===== src/rtl/trace_pkg.sv =====
// Shared definitions for the commit trace buffer: FSM encodings and entry layout.
// An entry is {pc, instr, alu}, with pc in the most significant word.
package trace_pkg;

  typedef enum logic [1:0] {
    IDLE    = 2'd0,
    ARMED   = 2'd1,
    CAPTURE = 2'd2,
    DONE    = 2'd3
  } state_t;

  localparam int ENTRY_W   = 96;
  localparam int PC_LSB    = 64;
  localparam int INSTR_LSB = 32;
  localparam int ALU_LSB   = 0;

endpackage


===== src/rtl/trace_fifo.sv =====
// Show-ahead FIFO with exact level count; push is ignored when full and pop when empty.
// Fullness uses the registered level, so a push into a full FIFO is lost even if a pop happens alongside it.
module trace_fifo #(
  parameter int DEPTH = 16,
  parameter int WIDTH = 96
) (
  input  logic                     clk,
  input  logic                     reset_n,
  input  logic                     push,
  input  logic [WIDTH-1:0]         wr_data,
  input  logic                     pop,
  output logic [WIDTH-1:0]         rd_data,
  output logic                     full,
  output logic                     empty,
  output logic [$clog2(DEPTH):0]   level
);

  localparam int AW = $clog2(DEPTH);
  localparam logic [AW:0] FULL_LVL = (AW+1)'(DEPTH);

  logic [WIDTH-1:0] mem [DEPTH];
  logic [AW-1:0]    wr_ptr;
  logic [AW-1:0]    rd_ptr;
  logic             do_push;
  logic             do_pop;

  assign full    = (level == FULL_LVL);
  assign empty   = (level == '0);
  assign do_push = push && !full;
  assign do_pop  = pop && !empty;
  assign rd_data = mem[rd_ptr];

  // Storage is deliberately left out of reset.
  always_ff @(posedge clk) begin
    if (do_push) begin
      mem[wr_ptr] <= wr_data;
    end
  end

  always_ff @(posedge clk or negedge reset_n) begin
    if (!reset_n) begin
      wr_ptr <= '0;
      rd_ptr <= '0;
      level  <= '0;
    end else begin
      if (do_push) wr_ptr <= wr_ptr + AW'(1);
      if (do_pop)  rd_ptr <= rd_ptr + AW'(1);
      case ({do_push, do_pop})
        2'b10:   level <= level + (AW+1)'(1);
        2'b01:   level <= level - (AW+1)'(1);
        default: level <= level;
      endcase
    end
  end

endmodule


===== src/rtl/commit_trace_buffer.sv =====
// Arms on a host pulse, triggers on a chosen commit PC and records a bounded window of commits into a FIFO.
// Drained through valid/ready; outputs read 0 whenever the FIFO is empty.
module commit_trace_buffer
  import trace_pkg::*;
#(
  parameter int DEPTH = 16,
  parameter int CNT_W = 8
) (
  input  logic                   clk,
  input  logic                   reset_n,
  input  logic                   arm,
  input  logic [31:0]            trig_pc,
  input  logic [CNT_W-1:0]       post_count,
  input  logic                   filter_wr,
  input  logic                   commit_valid,
  input  logic [31:0]            commit_pc,
  input  logic [31:0]            commit_instr,
  input  logic [31:0]            commit_alu,
  input  logic                   commit_reg_write,
  output logic                   out_valid,
  input  logic                   out_ready,
  output logic [31:0]            out_pc,
  output logic [31:0]            out_instr,
  output logic [31:0]            out_alu,
  output logic [1:0]             state,
  output logic [$clog2(DEPTH):0] level,
  output logic [CNT_W-1:0]       drop_count,
  output logic                   done
);

  state_t             st;
  logic [CNT_W-1:0]   remaining;
  logic               trig_hit;
  logic               qualify;
  logic               attempt;
  logic               push;
  logic               drop;
  logic               pop;
  logic               full;
  logic               empty;
  logic [ENTRY_W-1:0] head;

  assign trig_hit = (st == ARMED) && commit_valid && (commit_pc == trig_pc);
  assign qualify  = (st == CAPTURE) && commit_valid && (!filter_wr || commit_reg_write);
  // An arm pulse wins over any capture in the same cycle.
  assign attempt  = !arm && (trig_hit || qualify);
  assign push     = attempt && !full;
  assign drop     = attempt && full;
  assign pop      = out_valid && out_ready;

  trace_fifo #(
    .DEPTH (DEPTH),
    .WIDTH (ENTRY_W)
  ) u_fifo (
    .clk     (clk),
    .reset_n (reset_n),
    .push    (push),
    .wr_data ({commit_pc, commit_instr, commit_alu}),
    .pop     (pop),
    .rd_data (head),
    .full    (full),
    .empty   (empty),
    .level   (level)
  );

  always_ff @(posedge clk or negedge reset_n) begin
    if (!reset_n) begin
      st         <= IDLE;
      remaining  <= '0;
      drop_count <= '0;
    end else if (arm) begin
      st         <= ARMED;
      drop_count <= '0;
    end else begin
      if (drop && (drop_count != '1)) begin
        drop_count <= drop_count + CNT_W'(1);
      end
      case (st)
        ARMED: begin
          if (trig_hit) begin
            remaining <= post_count;
            st        <= (post_count == '0) ? DONE : CAPTURE;
          end
        end
        CAPTURE: begin
          // Dropped commits still consume the window.
          if (qualify) begin
            remaining <= remaining - CNT_W'(1);
            if (remaining == CNT_W'(1)) st <= DONE;
          end
        end
        default: st <= st;
      endcase
    end
  end

  assign state     = st;
  assign done      = (st == DONE);
  assign out_valid = !empty;
  assign out_pc    = out_valid ? head[PC_LSB +: 32]    : 32'd0;
  assign out_instr = out_valid ? head[INSTR_LSB +: 32] : 32'd0;
  assign out_alu   = out_valid ? head[ALU_LSB +: 32]   : 32'd0;

endmodule


===== config.mk =====
export PLATFORM = sky130hd
export DESIGN_NAME = commit_trace_buffer
export DESIGN_NICKNAME = d
export VERILOG_FILES = /design/src/rtl/trace_pkg.sv /design/src/rtl/trace_fifo.sv /design/src/rtl/commit_trace_buffer.sv
export SDC_FILE = /design/constraint.sdc
export NUM_CORES = 2
export LEC_CHECK = 0
export ABC_AREA = 1
export BUFFER_PORTS_ARGS = -buffer_cell sky130_fd_sc_hd__buf_2
export CORE_ASPECT_RATIO = 1.75
export CORE_UTILIZATION = 57
export DETAILED_ROUTE_END_ITERATION = 12
export PLACE_DENSITY = 0.8
export SETUP_SLACK_MARGIN = 0.02
export SYNTH_ARGS = -nofsm -noshare
export SYNTH_HDL_FRONTEND = slang
export SYNTH_SLANG_ARGS = --single-unit

===== constraint.sdc =====
create_clock -name clk -period 9.13 [get_ports clk]
set_clock_uncertainty 0.05 [all_clocks]
set_input_delay 0.4565 -clock clk [delete_from_list [all_inputs] [get_ports clk]]
set_output_delay 0.4565 -clock clk [all_outputs]
set_load 0.03 [all_outputs]

# After elaboration in Yosys (flattened, before gate mapping)
# Memories as Yosys holds them, arrays and structs flattened.
# Index checks and enable logic that the tools add are counted.
[classes] add_sub_neg=6 multipliers=0 div_mod_pow=0 n_lt_le_gt_ge=0 n_eq_ne=14 shifts=0 mux=17 n_bitwise=1 reduce_logical=25
[op_table] op="$mux W32" n=3
[op_table] op="$eq A32 B32 Y1" n=1
[op_table] op="$mux W8" n=4
[op_table] op="$pmux W8 S2" n=1
[op_table] op="$logic_and A1 B1 Y1" n=11
[op_table] op="$pmux W5 S2" n=1
[op_table] op="$add A4 B1 Y4 const B" n=2
[op_table] op="$add A8 B1 Y8 const B" n=1
[op_table] op="$eq A8 B1 Y1 const B" n=1
[op_table] op="$logic_not A8 Y1" n=1
[op_table] op="$mux W2" n=4
[op_table] op="$ne A8 B8 Y1 const B" n=1
[op_table] op="$reduce_and A4 Y1" n=2
[op_table] op="$sub A8 B1 Y8 const B" n=1
[op_table] op="$eq A2 B2 Y1 const B" n=3
[op_table] op="$ne A3 B3 Y1 const B" n=2
[op_table] op="$reduce_bool A2 Y1" n=3
[op_table] op="$add A5 B1 Y5 const B" n=1
[op_table] op="$eq A5 B5 Y1 const B" n=1
[op_table] op="$logic_not A5 Y1" n=1
[op_table] op="$sub A5 B1 Y5 const B" n=1
[op_table] op="$eq A2 B1 Y1 const B" n=2
[op_table] op="$logic_not A1 Y1" n=4
[op_table] op="$ne A2 B2 Y1 const B" n=2
[op_table] op="6 further kinds" n=9
[totals] ff_bits=31 latch_bits=0 ramBits=1536 mem_bits_ro=0 inputBits=143 output_inout_bits=113 wordCells=70 memories=1
[mem_list] memory="u_fifo.mem" words=16 word_bits=96 rd=1 rd_clocked_by_memory_dff=0 write_ports=1 line="trace_fifo.sv:21" text="logic [WIDTH-1:0] mem [DEPTH];"

# Logic depth before layout (Yosys ltp)
[depth] depth_word=9 depth_mapped=21 depth_no_buf=21

# By module
# Synthesis repeated with hierarchy kept, for this count alone.
[hier_totals] cells_unflattened=6617 hier_area_um2=67498.5
[by_module_without_submodules] module="trace_fifo" n_inst=1 cells_per_inst=6090 area_per_inst_um2=64850.9 seq_area_each_um2=46449.5
[by_module_without_submodules] module="commit_trace_buffer" n_inst=1 cells_per_inst=527 area_per_inst_um2=2647.5 seq_area_each_um2=450.4

# Worst setup path after synthesis
# Ideal clock, no wire load.
[synth_timing] path_type="flip-flop to flip-flop" from="register st[0] (netlist: state[0])" to="memory u_fifo.mem[0][0] (enable)" setup_ps=551 arrival_ps=5777 required_time_ps=8529 path_slack_ps=2752 path_stages_with_launch=12 path_buffers=0 period_less_slack_ps=6378 path_cell_list="dfrtp_1 -> ha_1 -> nand2_1 -> a21oi_1 -> nand4_1 -> nor2_1 -> nand3_2 -> nand2_2 -> nand2_2 -> nor2_4 -> nand2_2 -> nor2_1"
[synth_between] elab_chain_cells=9 word_cells_on_any_way=12 cone_classes="eq/ne (2); mux (2); reduce/logical (8)"
[synth_rtl] item="from (decl)" line="commit_trace_buffer.sv:31" text="state_t st;"
[synth_rtl] item="from (signal assigned)" line="commit_trace_buffer.sv:82" text="st <= (post_count == '0) ? DONE : CAPTURE;"
[synth_rtl] item="from (signal assigned)" line="commit_trace_buffer.sv:92" text="default: st <= st;"
[synth_rtl] item="$eq A2 B1 Y1 or $eq A2 B2 Y1 (tied branches)" line="commit_trace_buffer.sv:43, commit_trace_buffer.sv:44"
[synth_rtl] item="$logic_and A1 B1 Y1, on equally long branches (2 in a row)" line="commit_trace_buffer.sv:43, commit_trace_buffer.sv:44"
[synth_rtl] item="$logic_or A1 B1 Y1 *" line="commit_trace_buffer.sv:46" text="assign attempt = !arm && (trig_hit || qualify);"
[synth_rtl] item="$logic_and A1 B1 Y1 *" line="commit_trace_buffer.sv:46"
[synth_rtl] item="$logic_and A1 B1 Y1 *" line="commit_trace_buffer.sv:47" text="assign push = attempt && !full;"
[synth_rtl] item="$logic_and A1 B1 Y1 *" line="trace_fifo.sv:29" text="assign do_push = push && !full;"
[synth_rtl] item="$mux W1 *" line="trace_fifo.sv:35" text="if (do_push) begin"
[synth_rtl] item="$mux W1 (implied by the code) *" line="trace_fifo.sv:36" text="mem[wr_ptr] <= wr_data;"
[synth_rtl] item="to (decl)" line="trace_fifo.sv:21"
# Every way passes the cells marked *; elsewhere a longest branch is shown, timed or not.

# Worst setup path in the final report
[layout_timing] from="register u_fifo.rd_ptr[0]" to="output port out_alu[23]"
[layout_between] elab_chain_cells=2
[layout_rtl] item="from (decl)" line="trace_fifo.sv:23" text="logic [AW-1:0] rd_ptr;"
[layout_rtl] item="from (signal assigned)" line="trace_fifo.sv:47" text="if (do_pop) rd_ptr <= rd_ptr + AW'(1);"
[layout_rtl] item="$mem_v2 Z16 W96"
[layout_rtl] item="$mux W32" line="commit_trace_buffer.sv:102" text="assign out_alu = out_valid ? head[ALU_LSB +: 32] : 32'd0;"
[layout_rtl] item="to (decl)" line="commit_trace_buffer.sv:24" text="output logic [31:0] out_alu,"
# No other way between the ends.

==> run metrics <==
post-synth top area share 0.744; Std-Cell Rows 159; Die Ht 438 um; CORE AREA 108,000 sq um; Die ar. 110,000 sq um; post-synthesis adder-cell area fraction 0.00303; nets 4,821; Area growth, synth to finish 11.2%; die width 251 um; 1st-pass router iterations 5; clock latency on the worst-skew pair 0.75 ns; hold path cells 1; kind of critical path register to primary output; Post-Place Setup Slack 4.11 ns; maxcap violations 0; syn nets 4,665; Total Wirelength 157 mm; largest net degree at the start of global routing 251; Avg Inst Size Synth 13.8 sq um; HP Class input port to register; total track usage 0.282; Final HPWL DP 77.4 mm; max_slew headroom 0.0819; Pleak 22.2 nW; GP Congestion 0.799; synth top area cells edfxtp_1 74%, o21ai_0 6.3%, nor2_1 5.0%; Final ANT Viol Nets 0; reg2reg path depth 13; Boundary Pins 256; Mapped Cells 4,507; Congestion Overflow GR 0; Clock Root Buffer clkbuf_16; Synth Cell Area 62,000 sq um; hold_buf cts 47; Tmin final 5.85 ns; proportion of layout cells with a drive suffix above 1 0.112; initial core utilization 0.576; vias in the first global route 39,800; Critical Path Source Type register; Seq/Total Area, Yosys 0.757; mux cell area share after synthesis 0; post-synthesis xor/xnor area fraction 0.00268; simple-gate portion of the synthesized area 0.0700; Post-CTS Setup Inserts 0; count of final setup violators 0; Synthesis Warnings 0; WL/cell 25.2 um; crit-path max FO 167; Arr. time, crit path 5.35 ns; CTS tree done; vias per std cell 6.51; FMAX 171 MHz; H-tree depth 4; largest family of logic cells by synthesized area compound AO/OA/AOI/OAI gates; Tightest Pin Transition 1.38 ns; Synth Area in Compound Gates 0.136; Num CTS Buffers 131; clock transition at the registers of the reported paths 0.07 ns; clk buf depth 3; Final Hold Vio Count 0; setup ws final 3.28 ns; Yosys cell types 33; RSZ-0062 raised after global routing no; first-pass GRT wire length 234 mm; TNS Setup 0 ns; area leader, netlist edfxtp_1; # fillers 7,370; fin. max-slew vios 0; Sink Count 1,567; crit path capture type primary output; fin util 0.640; Critical Path RT 8.62 ns; #FFs+latches synth 1,567; initial drt markers 5,923; DRC viols 0; run status finished clean; post-CTS sizing 0; initial antenna violation count 3; peak supply drop 268 uV; DR vias 40,500; Final Cycle Share 0.641; I/O Buffers 255; Pwr Density 307 nW/um^2
cell families after synthesis:
kind of cell	Yosys count
AOI/OAI and AO/OA	1388
xor gates and xnor gates	19
adders and majority gates	15
buffers and inverters	423
DFF	1567
and+or+nand+nor	1095
per-stage QoR:
step	instances	total power, mW	instance area (sq um)	hold slack (ns)
6_report	6219	21.1	68900	0.0410
5_1_grt	6219	22.0	68900	0.0208
4_1_cts	6217	21.1	68900	0.000186
3_5_place_dp	5932	15.5	64200	0.423
3_3_place_gp	5932	15.3	64200	0.408
2_1_floorplan	4507	13.3	62000	0.111
placed cells by master (no fill, tap or decap), drive strengths merged:
| master | n |
|---|---|
| edfxtp | 1536 |
| nor2 | 822 |
| o21ai | 794 |
| buf | 309 |
| o221ai | 284 |
| clkbuf | 169 |
| nand2 | 130 |
| nand3 | 123 |
| a21oi | 106 |
| o211ai | 102 |
| o22ai | 100 |
| inv | 93 |
| clkinv | 49 |
| dlygate4sd3 | 47 |
| dfrtp | 31 |
| ha | 15 |
| bufinv | 12 |
| nand4 | 11 |
| xnor2 | 10 |
| xor2 | 9 |
| clkinvlp | 5 |
| nor3 | 4 |
| or2 | 3 |
| diode | 2 |
| nand3b | 1 |
| a21boi | 1 |
| and2 | 1 |
| o41ai | 1 |
state kept, by name (all words and copies together) (netlist names):
| name | count |
|---|---|
| state | 2 |
| drop_count | 8 |
| u_fifo.level | 5 |
| u_fifo.mem | 1536 |
| u_fifo.wr_ptr | 4 |
| u_fifo.rd_ptr | 4 |
| remaining | 8 |
Yosys cell counts, drive strengths merged:
master and n:
xor2 9, ha 15, nand3 123, a21oi 106, o211ai 102, dfrtp 31
o41ai 1, nand2 130, nand4 11, edfxtp 1536, nand3b 1, inv 90
nor2 822, a21boi 1, buf 116, or2 3, nor3 4, o22ai 100
clkbuf 217, o21ai 794, o221ai 284, xnor2 10, and2 1
power breakdown:
| group | internal [mW] | total (mW) | switching, mW |
|---|---|---|---|
| clock network | 3.17 | 5.64 | 2.47 |
| logic | 1.95 | 7.36 | 5.41 |
| registers | 7.95 | 8.13 | 0.178 |
final cells by class:
class / instances / area [sq um] / share of cell area
multi-input combinational: 2517 / 13200 / 0.192
tap: 1449 / 1810 / 0.0263
clock buffer: 169 / 3650 / 0.0530
sequential: 1567 / 46900 / 0.681
timing repair buffer: 356 / 2290 / 0.0332
inverter: 90 / 382 / 0.00554
antenna: 2 / 5.00 / 0.0000726
clock inverter: 69 / 651 / 0.00944
worst max-delay path, cell delays in order (launching register included):
cell and delay (ns):
dfrtp_4 0.84, buf_12 0.58, buf_4 0.88, buf_4 0.77, o21ai_0 0.24, o221ai_1 0.29, nand3_1 0.12, a21oi_1 0.45
buf_2 0.29
worst paths after layout:
| kind | from | endpoint | slack (ns) |
|---|---|---|---|
| max reg2reg | state[1] | u_fifo.mem[1][25] | 4.59 |
| max | u_fifo.rd_ptr[0] | out_alu[23] | 3.28 |
| min in group asynchronous | reset_n | remaining[5] | 0.26 |
| min reg2reg | remaining[7] | remaining[7] | 0.44 |
| min | commit_alu[1] | u_fifo.mem[1][1] | 0.04 |
| max in group asynchronous | reset_n | u_fifo.rd_ptr[1] | 8.19 |
per-layer routing:
layer	up-vias	GRT usage	part of all wire
met2	2630	0.473	0.50
met3	401	0.0441	0.093
li1	17400	-	-
met5	-	0	0.000089
met4	2	0.121	0.037
met1	20000	0.367	0.37
Note: power is estimated with default switching activity, not from simulation.
